<file path="config.mk">
export PLATFORM = sky130hd
export DESIGN_NAME = semafor_controller
export DESIGN_NICKNAME = d
export VERILOG_FILES = /design/src/rtl/semafor_controller.sv
export SDC_FILE = /design/constraint.sdc
export NUM_CORES = 1
export LEC_CHECK = 0
export CAP_MARGIN = 0
export CORE_MARGIN = 3
export CORE_UTILIZATION = 29
export CTS_BUF_LIST = sky130_fd_sc_hd__clkbuf_16
export DETAILED_ROUTE_END_ITERATION = 10
export PLACE_DENSITY = 0.43
export SLEW_MARGIN = 20
export SYNTH_ARGS = -nofsm -noshare
export SYNTH_HDL_FRONTEND = slang
export SYNTH_SLANG_ARGS = --single-unit
</file>
<file path="constraint.sdc">
create_clock -name clk -period 1.7 [get_ports clk]
set_input_delay 0.34 -clock clk [delete_from_list [all_inputs] [get_ports clk]]
set_output_delay 0.34 -clock clk [all_outputs]
set_load 0.1 [all_outputs]
</file>
<file path="src/rtl/semafor_controller.sv">
// Intersection sequencer: drives the shared phase bus and the tick strobes
// consumed by the four per-direction light blocks (SUD, NORD, EST, VEST).
//
// Ports:
//   clk, rst             - single clock domain, synchronous active-high reset
//   ready_S/N/E/V        - phase-done pulses from the direction blocks
//   mod_noapte           - night-mode request (level)
//   clr_fault            - one-cycle fault clear
//   stare_semafor [2:0]  - phase bus (000..011 directions, 100 all-red, 111 blink)
//   clk_div              - low for one clk every DIV_TICK clks (tick strobe)
//   clk_div_int          - blink square wave, toggles every BLINK_TICKS ticks
//   fault                - sticky watchdog fault flag
module semafor_controller #(
  parameter int unsigned DIV_TICK      = 50,
  parameter int unsigned BLINK_TICKS   = 1,
  parameter int unsigned CLEAR_TICKS   = 2,
  parameter int unsigned TIMEOUT_TICKS = 40
) (
  input  logic       clk,
  input  logic       rst,
  input  logic       ready_S,
  input  logic       ready_N,
  input  logic       ready_E,
  input  logic       ready_V,
  input  logic       mod_noapte,
  input  logic       clr_fault,
  output logic [2:0] stare_semafor,
  output logic       clk_div,
  output logic       clk_div_int,
  output logic       fault
);

  typedef enum logic [2:0] {
    StSud    = 3'b000,
    StNord   = 3'b001,
    StEst    = 3'b010,
    StVest   = 3'b011,
    StAllRed = 3'b100,
    StBlink  = 3'b111
  } state_e;

  localparam int unsigned DivW = (DIV_TICK > 1) ? $clog2(DIV_TICK) : 1;
  localparam int unsigned BlkW = (BLINK_TICKS > 1) ? $clog2(BLINK_TICKS) : 1;
  localparam int unsigned ClrW = (CLEAR_TICKS > 1) ? $clog2(CLEAR_TICKS) : 1;
  localparam int unsigned WdW  = (TIMEOUT_TICKS > 1) ? $clog2(TIMEOUT_TICKS) : 1;

  localparam logic [DivW-1:0] DivLast = DivW'(DIV_TICK - 1);
  localparam logic [BlkW-1:0] BlkLast = BlkW'(BLINK_TICKS - 1);
  localparam logic [ClrW-1:0] ClrLast = ClrW'(CLEAR_TICKS - 1);
  localparam logic [WdW-1:0]  WdLast  = WdW'(TIMEOUT_TICKS - 1);

  state_e          state_q, state_d;
  logic [1:0]      ptr_q, ptr_d;
  logic            fault_q, fault_d;
  logic            blink_q, blink_d;
  logic [DivW-1:0] div_cnt_q, div_cnt_d;
  logic [BlkW-1:0] blk_cnt_q, blk_cnt_d;
  logic [ClrW-1:0] clr_cnt_q, clr_cnt_d;
  logic [WdW-1:0]  wd_cnt_q, wd_cnt_d;
  logic [3:0]      rdy_prev_q, rdy_prev_d;

  logic       tick;
  logic [3:0] rdy;
  logic [3:0] rdy_rise;

  // Bit index matches the direction phase code: S=0, N=1, E=2, V=3.
  assign rdy      = {ready_V, ready_E, ready_N, ready_S};
  assign rdy_rise = rdy & ~rdy_prev_q;

  always_comb begin
    tick       = (div_cnt_q == DivLast);
    div_cnt_d  = tick ? '0 : div_cnt_q + 1'b1;
    rdy_prev_d = rdy;

    blk_cnt_d = blk_cnt_q;
    blink_d   = blink_q;
    if (tick) begin
      if (blk_cnt_q == BlkLast) begin
        blk_cnt_d = '0;
        blink_d   = ~blink_q;
      end else begin
        blk_cnt_d = blk_cnt_q + 1'b1;
      end
    end

    state_d = state_q;
    ptr_d   = ptr_q;
    fault_d = clr_fault ? 1'b0 : fault_q;

    case (state_q)
      StAllRed: begin
        if (tick && (clr_cnt_q == ClrLast)) begin
          if (mod_noapte || fault_q) state_d = StBlink;
          else                       state_d = state_e'({1'b0, ptr_q});
        end
      end
      StSud, StNord, StEst, StVest: begin
        // Ready edge is checked first so it beats a simultaneous timeout.
        if (rdy_rise[state_q[1:0]]) begin
          state_d = StAllRed;
          ptr_d   = ptr_q + 2'd1;
        end else if (tick && (wd_cnt_q == WdLast)) begin
          state_d = StBlink;
          fault_d = 1'b1;
        end
      end
      StBlink: begin
        if (!mod_noapte && !fault_q) begin
          state_d = StAllRed;
          ptr_d   = 2'd0;
        end
      end
      default: state_d = StAllRed;
    endcase

    // Phase counters only run while their state persists; any transition
    // zeroes them, so a tick coinciding with a transition is not counted.
    clr_cnt_d = '0;
    if (state_q == StAllRed && state_d == StAllRed) begin
      clr_cnt_d = tick ? clr_cnt_q + 1'b1 : clr_cnt_q;
    end
    wd_cnt_d = '0;
    if (!state_q[2] && state_d == state_q) begin
      wd_cnt_d = tick ? wd_cnt_q + 1'b1 : wd_cnt_q;
    end
  end

  always_ff @(posedge clk) begin
    if (rst) begin
      state_q    <= StAllRed;
      ptr_q      <= 2'd0;
      fault_q    <= 1'b0;
      blink_q    <= 1'b0;
      div_cnt_q  <= '0;
      blk_cnt_q  <= '0;
      clr_cnt_q  <= '0;
      wd_cnt_q   <= '0;
      rdy_prev_q <= '0;
    end else begin
      state_q    <= state_d;
      ptr_q      <= ptr_d;
      fault_q    <= fault_d;
      blink_q    <= blink_d;
      div_cnt_q  <= div_cnt_d;
      blk_cnt_q  <= blk_cnt_d;
      clr_cnt_q  <= clr_cnt_d;
      wd_cnt_q   <= wd_cnt_d;
      rdy_prev_q <= rdy_prev_d;
    end
  end

  assign stare_semafor = state_q;
  assign clk_div       = ~tick;
  assign clk_div_int   = blink_q;
  assign fault         = fault_q;

endmodule

</file>
Word level (Yosys, flattened, before mapping)
Index checks and enable logic that the tools add are counted.
{ "word_totals": {"register_bits": 25, "in_bits": 8, "out_inout_bits": 6, "elab_cells": 66} }
{ "op_classes": {"n_addsub": 5, "n_lt_le_gt_ge": 1, "eq_ne": 11, "muxes": 16, "bitwise": 7, "n_reduce_logical": 17} }
{ "op_table": {"columns": ["op", "n"], "rows": [
  ["$mux W3", 5],
  ["$add A6 B1 Y6 const B", 2],
  ["$eq A6 B6 Y1 const B", 2],
  ["$eq A3 B3 Y1 const B", 3],
  ["$pmux W3 S3", 1],
  ["$eq A3 B2 Y1 const B", 2],
  ["$mux W1", 6],
  ["$reduce_or A2 Y1", 3],
  ["$logic_and A1 B1 Y1", 5],
  ["$not A1 Y1", 5],
  ["$and A4 B4 Y4", 1],
  ["$mux W2", 2],
  ["$ne A2 B2 Y1 const B", 2],
  ["$not A4 Y4", 1],
  ["$pmux W2 S2", 1],
  ["$reduce_or A4 Y1", 1],
  ["$eq A3 B1 Y1 const B", 1],
  ["$eq A3 B3 Y1", 1],
  ["$logic_not A1 Y1", 3],
  ["$logic_not A3 Y1", 1],
  ["$lt A2 B3 Y1 const B", 1],
  ["$reduce_and A3 Y1", 1],
  ["$add A1 B1 Y1 const B", 2],
  ["$add A2 B1 Y2 const B", 1],
  ["other kinds (4)", 4]
]} }

Logic depth before layout (Yosys ltp)
{ "depth": {"word_depth": 10, "ltp_mapped": 7, "mapped_depth_nobuf": 6} }

Least setup slack after synthesis
Ideal clock, no wire load.
{ "synth_timing": {"path_type": "flip-flop to flip-flop", "from": "register state_q[0], in the netlist stare_semafor[0]", "to": "register ptr_q[1]", "setup_ps": 116, "t_arrival_ps": 2040, "required_ps": 1584, "slack_ps": -455, "stages_incl_launch_ff": 5, "n_path_buf": 0, "synth_period_minus_slack_ps": 2155, "path_cell_list": "dfxtp_1 -> or4bb_1 -> a41oi_2 -> a2111oi_1 -> a31o_1"} }
{ "synth_via": {"elab_chain_len": 4, "elab_cells_between_ends": 13, "classes_between": "eq/ne (6); mux (3); reduce/logical (4)"} }
{ "synth_lines": {"columns": ["item", "line_no", "text"], "rows": [
  ["start: declaration", "52", "state_e state_q, state_d;"],
  ["start signal: assignment", "130", "state_q <= StAllRed;"],
  ["start signal: assignment", "140", "state_q <= state_d;"],
  ["$eq A3 B1 Y1 (tied with other cells)", "90", "case (state_q)"],
  ["$reduce_or A4 Y1 / $mux W1 (equally long branches)", "90, 99", null],
  ["$ne A2 B2 Y1 (no source line) / $reduce_bool A2 Y1 (equally long branches)", null, null],
  ["$reduce_and A3 Y1 (no source line)", null, null],
  ["end signal: assignment", "141", "ptr_q <= ptr_d;"],
  ["end: declaration", "53", "logic [1:0] ptr_q, ptr_d;"]
]} }
Several ways; a longest one is shown, not always the timed one. The select of a mux whose other input is x is not followed.
A chain may end at the register's enable or synchronous reset.

Worst setup path after layout
{ "layout_timing": {"from": "register div_cnt_q[0]", "to": "output clk_div"} }
{ "layout_via": {"elab_chain_len": 2} }
{ "layout_lines": {"columns": ["item", "line_no", "text"], "rows": [
  ["start: declaration", "56", "logic [DivW-1:0] div_cnt_q, div_cnt_d;"],
  ["start signal: assignment", "144", "div_cnt_q <= div_cnt_d;"],
  ["$eq A6 B6 Y1", "71", "tick = (div_cnt_q == DivLast);"],
  ["$not A1 Y1", "153", "assign clk_div = ~tick;"],
  ["end: declaration", "28", "output logic clk_div,"]
]} }
No other way between the ends.

==> results.cfg <==
[global_routing]
grt-ovfl-total = 0
grt_pass1_wl_mm = 3.78
grt_antenna_before_repair = 0
track_usage_pct = 11.3
grt_pass1_vias = 851
grt_start_max_net_pins = 19

[cts]
cts_max_level = 1
cts_made_buffers = 3
clock_tree.root_cell = clkbuf_16
cts_sinks = 24
cts_tree = done
clk_latency_ns = 0.25
clk_path_buf_depth = 2
clk_pin_slew_ns = 0.06

[finish]
multi_input_area_um2 = 593
num-fill-cells = 338
nNetsFinal = 145
final_util_pct = 43.5
diodes = 0
drive_gt1_share_pct = 26.3
final_area_mm2 = 0.00150
synthToLayoutAreaGrowth_pct = 40.3
seqCellArea_um2 = 492

[floorplan]
initial_core_util_pct = 31.0
row_count = 21
ios = 14
die_area_mm2 = 0.00444
fp.dieH_um = 66.7
core-area_mm2 = 0.00344
die_w_um = 66.7

[power]
p_switching_mw = 0.228
clkPwrFrac_pct = 44.6
p_int_mw = 0.916
power.leakage_nw = 0.539
comb_power_share_pct = 4.6
vdd_drop_max_uv = 311
pwr-share-seq_pct = 50.8
p_sw_share_pct = 19.9
power.density_mw_per_mm2 = 763

[route]
wl_mm = 2.20
routedWlPerCell_um = 12.3
vias = 853
drcViolationCount = 0
via_per_inst = 4.77
drtAntennaViolNets = 0
drt_iter0_drc = 36
first_pass_iters = 4

[setup_path]
critPathLaunchType = flip-flop
reg2reg_depth = 4
path_cells = ha_1 -> nand4b_1 -> nor2_2 -> clkinvlp_4 -> buf_12
crit_type = reg -> out
worstSetupEndpointType = primary output
max_stage_delay_ns = 0.35
cp.arrival_ns = 1.36
cpMaxStageDelayCell = dfxtp_2
path_max_fanout = 4
cp-startpoint = div_cnt_q[0]$_SDFF_PP0_
r2r-start = stare_semafor[1]$_SDFF_PP0_
critPathRequiredTime_ns = 1.36

[timing]
whs_ns = 0.327
slew_headroom_pct = 67.4
tightest_slew_ns = 0.485
post-route-min-period_ns = 1.70
timing.fmax_mhz = 589
setup_tns_ns = 0
rsz0062_at_grt = yes
finalCritPeriodShare_pct = 99.8
finalHoldViolCount = 0
fin_worst_skew_ns = 0.00228
setup_viol = 0
setup_ws_ns = 0.00313
maxSlewViolCount = 0

[run]
maxCapViolations = 0

[synth]
syn_area_per_cell_um2 = 9.62
synth_edf_count = 0
post-synth-top-area-fraction_pct = 45.0
synth_common_cells = dfxtp_1, nor2_1, nor3_1
synthFlopType = dfxtp_1
synth_cells = 111
synth.distinct_cells = 35
yosysSeqAreaShare_pct = 45.0
yosysMostFrequentCell = dfxtp_1
synth_warnings = 0
async_flop_share_pct = 0
yosys_register_bits = 24
synth_top_area_cell = dfxtp_1
synthesis.nets = 122
syn_area_mm2 = 0.00107
synthTopCellsByArea = dfxtp_1, xnor2_1, nor3_1

[outcome]
status = finished, final reports clean

[min_path]
worstHoldPathType = in -> reg
hold_depth = 2
hp-start = ready_E

[placed_design]
portBuffers = 13
dpl_cell_area_mm2 = 0.00137
pre_cts_slack_ns = -0.323
gp_congestion = 0.763
hpwl_mm = 1.57
layout make-up:
class | instances | share of cell area, %
sequential | 24 | 32.8
inverter | 3 | 1.00
clock buffer | 3 | 5.01
tap | 46 | 3.84
multi-input combinational | 80 | 39.6
clock inverter | 1 | 0.251
timing repair buffer | 22 | 17.5
worst paths after layout:
path	endpoint	slack [ns]
min reg2reg	div_cnt_q[0]$_SDFF_PP0_	0.44
max	clk_div	0.003
max reg2reg	ptr_q[1]$_SDFFE_PP0P_	0.05
min	rdy_prev_q[2]$_SDFF_PP0_	0.33
critical path: cells and delay by family, from the launching register on:
| family | cells | cell delay (ns) |
|---|---|---|
| simple gates | 2 | 0.31 |
| buf+inv | 2 | 0.29 |
| flops | 1 | 0.35 |
| fa+ha+maj | 1 | 0.15 |
kinds of logic after synthesis:
family                   synth area share [%]
adder cells (fa/ha/maj)                  3.52
AND/OR/NAND/NOR                          31.4
buffers and inverters                    3.52
XOR/XNOR                                 9.03
flip-flops                               45.0
AO/OA/AOI/OAI                            7.50
cells in the final DEF (no fill, tap or decap), drive strengths merged, types with 2 or more instances in the layout:
cell type      synthesis  layout
nand2                  2       2
o22ai                  2       2
nor3                  12      12
nor4b                  3       3
inv                    3       2
nor2b                  4       4
nor3b                  2       2
ha                     3       3
clkbuf                 2       3
xor2                   3       3
xnor2                  8       8
dlymetal6s2s           0       2
and2                   2       2
or4bb                  2       2
a21o                   2       2
dfxtp                 24      24
or2                    2       2
nand4b                 2       2
clkdlybuf4s50          0       4
nor2                  13      13
nand4                  2       2
buf                    2      15
nand3                  5       5
power groups by stage:
stage | clock [mW] | combinational [mW] | sequential, mW
floorplan | 0 | 0.0340 | 0.587
global placement | 0 | 0.0533 | 0.592
detailed placement | 0 | 0.0532 | 0.593
CTS | 0.531 | 0.0538 | 0.581
global route | 0.548 | 0.0607 | 0.582
finish | 0.510 | 0.0526 | 0.581
registers in the layout, summed over array words and instances (netlist names):
| register | flops |
|---|---|
| clr_cnt_q | 1 |
| stare_semafor | 3 |
| clk_div_int | 1 |
| fault | 1 |
| wd_cnt_q | 6 |
| ptr_q | 2 |
| rdy_prev_q | 4 |
| div_cnt_q | 6 |
layer usage:
layer  GRT usage, %  part of all wire, %  wire length [um]  vias to the layer above
met3           3.20                  4.9               109                        4
met2           17.5                   46              1020                       16
li1               -                    -                 -                      442
met5              0                    0                 0                        -
met4           5.33                  1.6                36                        0
met1           14.4                   47              1040                      391
per-stage QoR:
step	total power [mW]	instances
2_1_floorplan	0.621	111
3_3_place_gp	0.646	174
3_5_place_dp	0.646	174
4_1_cts	1.17	179
5_1_grt	1.19	179
6_report	1.14	179
what timing repair did:
item                                    4_1_cts  5_1_grt
hold buffers                                  0        0
pin swaps                                     5        3
resized for setup                             6        4
hold endpoints to repair                      0        0
endpoints found under the setup margin        3        5
buffers inserted                              1        0
Power figures use the tool's default switching activity.
